**config.mk**
```make
export PLATFORM = sky130hd
export DESIGN_NAME = led_scan_ctrl_flat
export DESIGN_NICKNAME = d
export VERILOG_FILES = /design/src/rtl/led_scan_ctrl_if.sv /design/src/rtl/led_scan_ctrl.sv /design/src/flat_wrapper.sv
export SDC_FILE = /design/constraint.sdc
export NUM_CORES = 1
export LEC_CHECK = 0
export ABC_AREA = 0
export BUFFER_PORTS_ARGS = -buffer_cell sky130_fd_sc_hd__buf_2
export CAP_MARGIN = 5
export CELL_PAD_IN_SITES_DETAIL_PLACEMENT = 0
export CELL_PAD_IN_SITES_GLOBAL_PLACEMENT = 1
export CORE_UTILIZATION = 45
export DETAILED_ROUTE_END_ITERATION = 10
export PLACE_DENSITY_LB_ADDON = 0.1
export SLEW_MARGIN = 15
export SYNTH_ARGS = -nofsm -noshare
export SYNTH_HDL_FRONTEND = slang
export SYNTH_SLANG_ARGS = --single-unit
```
**constraint.sdc**
```tcl
create_clock -name clk -period 1.8 [get_ports clk]
set_input_delay 0.27 -clock clk [delete_from_list [all_inputs] [get_ports clk]]
set_output_delay 0.27 -clock clk [all_outputs]
set_load 0.01 [all_outputs]
```
**src/rtl/led_scan_ctrl_if.sv**
```systemverilog
// rtl/led_scan_ctrl_if.sv - back-buffer write and buffer-swap handshake bundle
//
// Signals:
//   wr_en        back-buffer write strobe
//   wr_addr      LED index, row = wr_addr[3:2], col = wr_addr[1:0]
//   wr_data      brightness 0 (off) .. 15 (full)
//   swap_req     request front/back exchange at the next frame boundary
//   swap_pending high from the cycle after an accepted swap_req until the swap
//   swap_ack     one-cycle pulse in the cycle the swap executes
// Modports: master drives writes/requests, slave is the scan controller.
interface led_scan_ctrl_if;
    logic       wr_en;
    logic [3:0] wr_addr;
    logic [3:0] wr_data;
    logic       swap_req;
    logic       swap_pending;
    logic       swap_ack;

    modport master (
        output wr_en, wr_addr, wr_data, swap_req,
        input  swap_pending, swap_ack
    );

    modport slave (
        input  wr_en, wr_addr, wr_data, swap_req,
        output swap_pending, swap_ack
    );
endinterface

```
**src/rtl/led_scan_ctrl.sv**
```systemverilog
// rtl/led_scan_ctrl.sv - double-buffered 4x4 LED matrix scanner with 15-step PWM
//
// Ports:
//   clk          system clock, rising edge
//   rst_n        asynchronous active-low reset
//   bus          led_scan_ctrl_if.slave: back-buffer writes and swap handshake
//   frame_start  one-cycle pulse on the tick where row wraps 3 -> 0
//   aled         registered one-hot row (anode) select, 0 during blanking
//   kled_tri     registered column (cathode) enables, 1 lights the LED
// Parameters:
//   PRESCALE     clk cycles per scan tick (1..65535)
//   BLANK_TICKS  all-off ticks before each row (1..15)
module led_scan_ctrl #(
    parameter int PRESCALE    = 188,
    parameter int BLANK_TICKS = 2
) (
    input  logic              clk,
    input  logic              rst_n,
    led_scan_ctrl_if.slave    bus,
    output logic              frame_start,
    output logic [3:0]        aled,
    output logic [3:0]        kled_tri
);

    typedef enum logic {ST_BLANK, ST_ON} state_t;

    localparam logic [15:0] PRE_LAST   = 16'(PRESCALE - 1);
    localparam logic [3:0]  BLANK_LAST = 4'(BLANK_TICKS - 1);
    localparam logic [3:0]  PWM_LAST   = 4'd14;

    state_t            state, state_nxt;
    logic [15:0]       pre_cnt;
    logic              tick;
    logic [3:0]        blank_cnt;
    logic [3:0]        pwm_cnt;
    logic [1:0]        row;
    logic              front_sel;      // 0: buffer A is front, 1: buffer B is front
    logic [15:0][3:0]  buf_a;
    logic [15:0][3:0]  buf_b;
    logic [3:0][3:0]   lat;            // current row's brightness, frozen for the ON period
    logic              swap_pending_q;

    logic              blank_done;
    logic              on_done;
    logic              boundary;
    logic              swap_exec;
    logic [3:0][3:0]   front_row;
    logic [3:0]        kled_first;
    logic [3:0]        kled_next;

    assign tick = (pre_cnt == PRE_LAST);

    always_ff @(posedge clk or negedge rst_n) begin
        if (!rst_n) begin
            state <= ST_BLANK;
        end else begin
            state <= state_nxt;
        end
    end

    always_comb begin
        state_nxt  = state;
        blank_done = 1'b0;
        on_done    = 1'b0;
        case (state)
            ST_BLANK: begin
                if (tick && blank_cnt == BLANK_LAST) begin
                    state_nxt  = ST_ON;
                    blank_done = 1'b1;
                end
            end
            ST_ON: begin
                if (tick && pwm_cnt == PWM_LAST) begin
                    state_nxt = ST_BLANK;
                    on_done   = 1'b1;
                end
            end
            default: state_nxt = ST_BLANK;
        endcase
    end

    // Frame boundary is the last ON tick of row 3; a swap only happens if it was
    // already pending, so a request landing on the boundary waits a full frame.
    assign boundary  = on_done && (row == 2'd3);
    assign swap_exec = boundary && swap_pending_q;

    always_comb begin
        front_row  = '0;
        kled_first = '0;
        kled_next  = '0;
        for (int c = 0; c < 4; c++) begin
            front_row[c]  = front_sel ? buf_b[{row, 2'(c)}] : buf_a[{row, 2'(c)}];
            kled_first[c] = (front_row[c] != 4'd0);
            kled_next[c]  = ((pwm_cnt + 4'd1) < lat[c]);
        end
    end

    // Outputs are registered alongside the state change, so aled/kled_tri
    // line up with the state they belong to rather than trailing by a cycle.
    always_ff @(posedge clk or negedge rst_n) begin
        if (!rst_n) begin
            pre_cnt        <= '0;
            blank_cnt      <= '0;
            pwm_cnt        <= '0;
            row            <= '0;
            front_sel      <= 1'b0;
            buf_a          <= '0;
            buf_b          <= '0;
            lat            <= '0;
            swap_pending_q <= 1'b0;
            aled           <= '0;
            kled_tri       <= '0;
        end else begin
            pre_cnt <= tick ? 16'd0 : pre_cnt + 16'd1;

            if (tick) begin
                if (state == ST_BLANK) begin
                    if (blank_done) begin
                        blank_cnt <= '0;
                        pwm_cnt   <= '0;
                        lat       <= front_row;
                        aled      <= 4'b0001 << row;
                        kled_tri  <= kled_first;
                    end else begin
                        blank_cnt <= blank_cnt + 4'd1;
                    end
                end else begin
                    if (on_done) begin
                        row      <= row + 2'd1;
                        aled     <= '0;
                        kled_tri <= '0;
                    end else begin
                        pwm_cnt  <= pwm_cnt + 4'd1;
                        kled_tri <= kled_next;
                    end
                end
            end

            // Write uses the pre-swap back buffer even when a swap fires this cycle.
            if (bus.wr_en) begin
                if (front_sel) begin
                    buf_a[bus.wr_addr] <= bus.wr_data;
                end else begin
                    buf_b[bus.wr_addr] <= bus.wr_data;
                end
            end

            if (swap_exec) begin
                front_sel <= ~front_sel;
            end

            // A request during the ack cycle is absorbed by the swap in progress.
            swap_pending_q <= swap_exec ? 1'b0 : (swap_pending_q | bus.swap_req);
        end
    end

    assign frame_start      = boundary;
    assign bus.swap_ack     = swap_exec;
    assign bus.swap_pending = swap_pending_q;

endmodule
```
**src/flat_wrapper.sv**
```systemverilog
// flat-port wrapper written by rule: the top's interface ports become plain ports
module led_scan_ctrl_flat 
#(
    parameter int PRESCALE    = 188,
    parameter int BLANK_TICKS = 2
)
  (clk, rst_n, frame_start, aled, kled_tri, bus_wr_en, bus_wr_addr, bus_wr_data, bus_swap_req, bus_swap_pending, bus_swap_ack);
  led_scan_ctrl_if bus_i ();
  input  logic clk;
  input  logic rst_n;
  output logic frame_start;
  output logic [3:0] aled;
  output logic [3:0] kled_tri;
  input wire logic [$bits(bus_i.wr_en)-1:0] bus_wr_en;
  input wire logic [$bits(bus_i.wr_addr)-1:0] bus_wr_addr;
  input wire logic [$bits(bus_i.wr_data)-1:0] bus_wr_data;
  input wire logic [$bits(bus_i.swap_req)-1:0] bus_swap_req;
  output wire logic [$bits(bus_i.swap_pending)-1:0] bus_swap_pending;
  output wire logic [$bits(bus_i.swap_ack)-1:0] bus_swap_ack;
  assign bus_i.wr_en = bus_wr_en;
  assign bus_i.wr_addr = bus_wr_addr;
  assign bus_i.wr_data = bus_wr_data;
  assign bus_i.swap_req = bus_swap_req;
  assign bus_swap_pending = bus_i.swap_pending;
  assign bus_swap_ack = bus_i.swap_ack;
  led_scan_ctrl #(.PRESCALE(PRESCALE), .BLANK_TICKS(BLANK_TICKS)) u_core (.clk(clk), .rst_n(rst_n), .bus(bus_i), .frame_start(frame_start), .aled(aled), .kled_tri(kled_tri));
endmodule
```
==> impl_metrics.yaml <==
sta:
  fin_crit_ns: 2.229
  tightest_slew_ns: 0.6338
  slew-limit-headroom: 0.5774
  rsz0062_at_grt: "true"
  maxSlewViolCount: 0
  finalWorstSetupSlack_ns: -0.4292
  max_freq_mhz: 448.6
  finalHoldViolations: 0
  finClkSkew_ns: 0.01355
  final.setup.tns_ns: -1.354
  setup_viol: 7
  fin_crit_sh: 1.238
critical_path:
  max_stage_delay_ns: 0.40
  critPathKind: "flop to output port"
  start_kind: "flop"
  crit_required_ns: 1.53
  end_kind: "output port"
  path_cells: "nor4_2, buf_4, and4_4, and3_4, and3_4, buf_6"
  path_max_fanout: 3
  cpMostUsedCell: "and3_4"
  critPathBufInv: 2
  critPathTopFamily: "simple AND/OR/NAND/NOR gates"
  crit_slowest_cell: "dfrtp_1"
  critPathArrivalTime_ns: 1.96
grt:
  grt_pass1_vias: 5823
  grt_max_degree: 111
  overflow: 0
  track_usage: 0.2102
  grt_pass1_wl_mm: 31.75
  antenna_found_initial: 0
detailed_routing:
  vias: 5451
  drt_iter0_drc: 240
  wl_mm: 19.08
  drt-pass1-iter-count: 4
  drc: 0
  avgRoutedWirePerCell_um: 18.65
  drtAntennaViolNets: 0
  vias_per_cell: 5.328
synth:
  synth_area_per_cell_um2: 13.45
  synth_area_leaders: "dfrtp_1, mux2_2, mux4_2"
  synth-edff-count: 0
  async_flop_share: 1.000
  synthCells: 648
  synthesis.area_mm2: 0.008718
  synth.most_common_cell: "dfrtp_1"
  yosys-top-cells-count: "dfrtp_1, mux2_2, nand2_1, nor2_1, o21ai_0"
  yosysTopAreaCell: "dfrtp_1"
  synth.distinct_cells: 49
  yosysWarningCount: 0
  synth_top_area_share: 0.5195
  mappedNetlistNets: 681
  ys_seq_area_frac: 0.5195
  ys.flop_type: "dfrtp_1"
  ys_seq_elements: 181
place:
  hpwl_mm: 13.06
  routabilityCongestion: 0.7704
  dp_slack_ns: -0.1954
  io_buffer_count: 22
layout:
  nets: 783
  final_core_util: 0.5633
  insertedDiodeCount: 0
  syn_to_final_growth_pct: 21.66
  layout-drive-gt1-share: 0.4731
status:
  status: "complete, but fails checks"
  violations: "negative setup slack"
worst_hold_path:
  min-delay-path-class: "primary input to flop"
power_and_ir_drop:
  peakVddDrop_v: 0.0007019
  power_per_cell_area_mw_per_mm2: 845.3
  leakage_nw: 4.815
job:
  drv_cap: 0
floorplan:
  start_util: 0.4630
  die_h_um: 141.2
  num_rows: 50
  die_w_um: 141.2
  ios: 23
  dieArea_mm2: 0.01993
  core-area_mm2: 0.01883
cts:
  cts_max_level: 4
  cts_made_buffers: 17
  clock-sinks: 181
  clkLatencyLatePin_ns: 0.43
  clkSlewWorstSetupHoldPaths_ns: 0.07
  cts_buffer_depth: 2
  cts_tree: "built"
  cts-root-buf: "clkbuf_16"
## cells by family after synthesis
kind of cell | count (synthesis) | share of synthesized area
simple gates | 154 | 0.09185
fa+ha+maj | 21 | 0.03014
flops | 181 | 0.5195
mux | 179 | 0.2751
xor+xnor | 18 | 0.01894
buf+inv | 46 | 0.03028
compound gates | 49 | 0.03416
## layer usage
metal,vias to the layer above,track usage,share of wire
li1,2536,-,-
met1,2840,0.2800,0.47
met2,59,0.3530,0.50
met3,16,0.04280,0.021
met4,0,0.04920,0.0091
met5,-,0,0
## layout make-up
| class | count | area (um2) |
|---|---|---|
| sequential | 181 | 4531 |
| tap | 260 | 325.3 |
| clock buffer | 18 | 429.2 |
| clock inverter | 14 | 166.4 |
| inverter | 17 | 63.81 |
| multi-input combinational | 421 | 4145 |
| timing repair buffer | 112 | 945.9 |
| fill | 1562 | 8224 |
## placed cells by master (no fill, tap or decap), types with 5 or more instances in the layout
master / synthesis / final
buf_4: 2 / 70
xnor2_1: 10 / 9
inv_1: 16 / 15
mux2i_2: 0 / 9
buf_2: 2 / 20
mux2_2: 131 / 130
xor2_1: 7 / 6
inv_6: 0 / 5
o21ai_1: 0 / 9
clkbuf_16: 0 / 17
buf_12: 0 / 8
nor2_1: 34 / 32
o21ai_0: 27 / 13
nand4_1: 5 / 5
dfrtp_1: 181 / 180
nand2_1: 58 / 57
o21ai_2: 0 / 5
nand2b_1: 8 / 8
ha_1: 21 / 15
buf_6: 4 / 12
mux4_2: 20 / 28
nand3_1: 16 / 15
## per-stage QoR
stage	cell area [um2]	std cells	hold WS (ns)	power (W)
after global routing	10610	1023	0.08248	0.009316
after detailed placement	9594	974	0.3062	0.005253
after global placement	9594	974	0.3001	0.005203
after CTS	10500	1018	0.06692	0.009046
after floorplan	8730	648	-0.02559	0.004980
final	10610	1023	0.07248	0.008966
## state kept, by name (all words and copies together) (netlist names)
signal                   flops
u_core.aled                  4
u_core.blank_cnt             4
u_core.buf_a                64
u_core.buf_b                64
u_core.bus.swap_pending      1
u_core.front_sel             1
u_core.kled_tri              4
u_core.lat                  16
u_core.pre_cnt              16
u_core.pwm_cnt               4
u_core.row                   2
u_core.state                 1
## report_power, final
part / switching (W) / leakage, nW / internal (W)
Clock: 0.00171 / 0.282 / 0.00209
Combinational: 0.000260 / 2.13 / 0.000342
Sequential: 0.000166 / 2.40 / 0.00440
Total: 0.00213 / 4.81 / 0.00683
## worst reg2reg max path: cells and delay by family (launching register included)
kind            cells  cell delay (ns)
compound gates      2             0.33
flops               1             0.48
mux                 2             0.72
buf+inv             2             0.29
## final timing paths
check                                        from                       to  slack, ns  cells past startpoint
worst max-delay path            u_core.pre_cnt[8]             bus_swap_ack      -0.43                      6
worst min-delay path                 bus_swap_req  u_core.bus.swap_pending       0.07                      3
worst max register to register      u_core.row[0]       u_core.kled_tri[3]      -0.14                      6
worst min register to register     u_core.aled[1]           u_core.aled[1]       0.48                      2
max in group asynchronous                   rst_n            u_core.row[0]       0.82                      3
min in group asynchronous                   rst_n       u_core.pre_cnt[10]       0.39                      3
## timing repair
item | CTS | global route
setup endpoints to repair | 32 | 46
cloned | 2 | 0
hold buffers | 1 | 0
resized for setup | 48 | 36
setup buffers | 10 | 10
hold endpoints to repair | 181 | 0
pin swaps | 19 | 21
No activity file was read; power rests on OpenSTA's default activity.
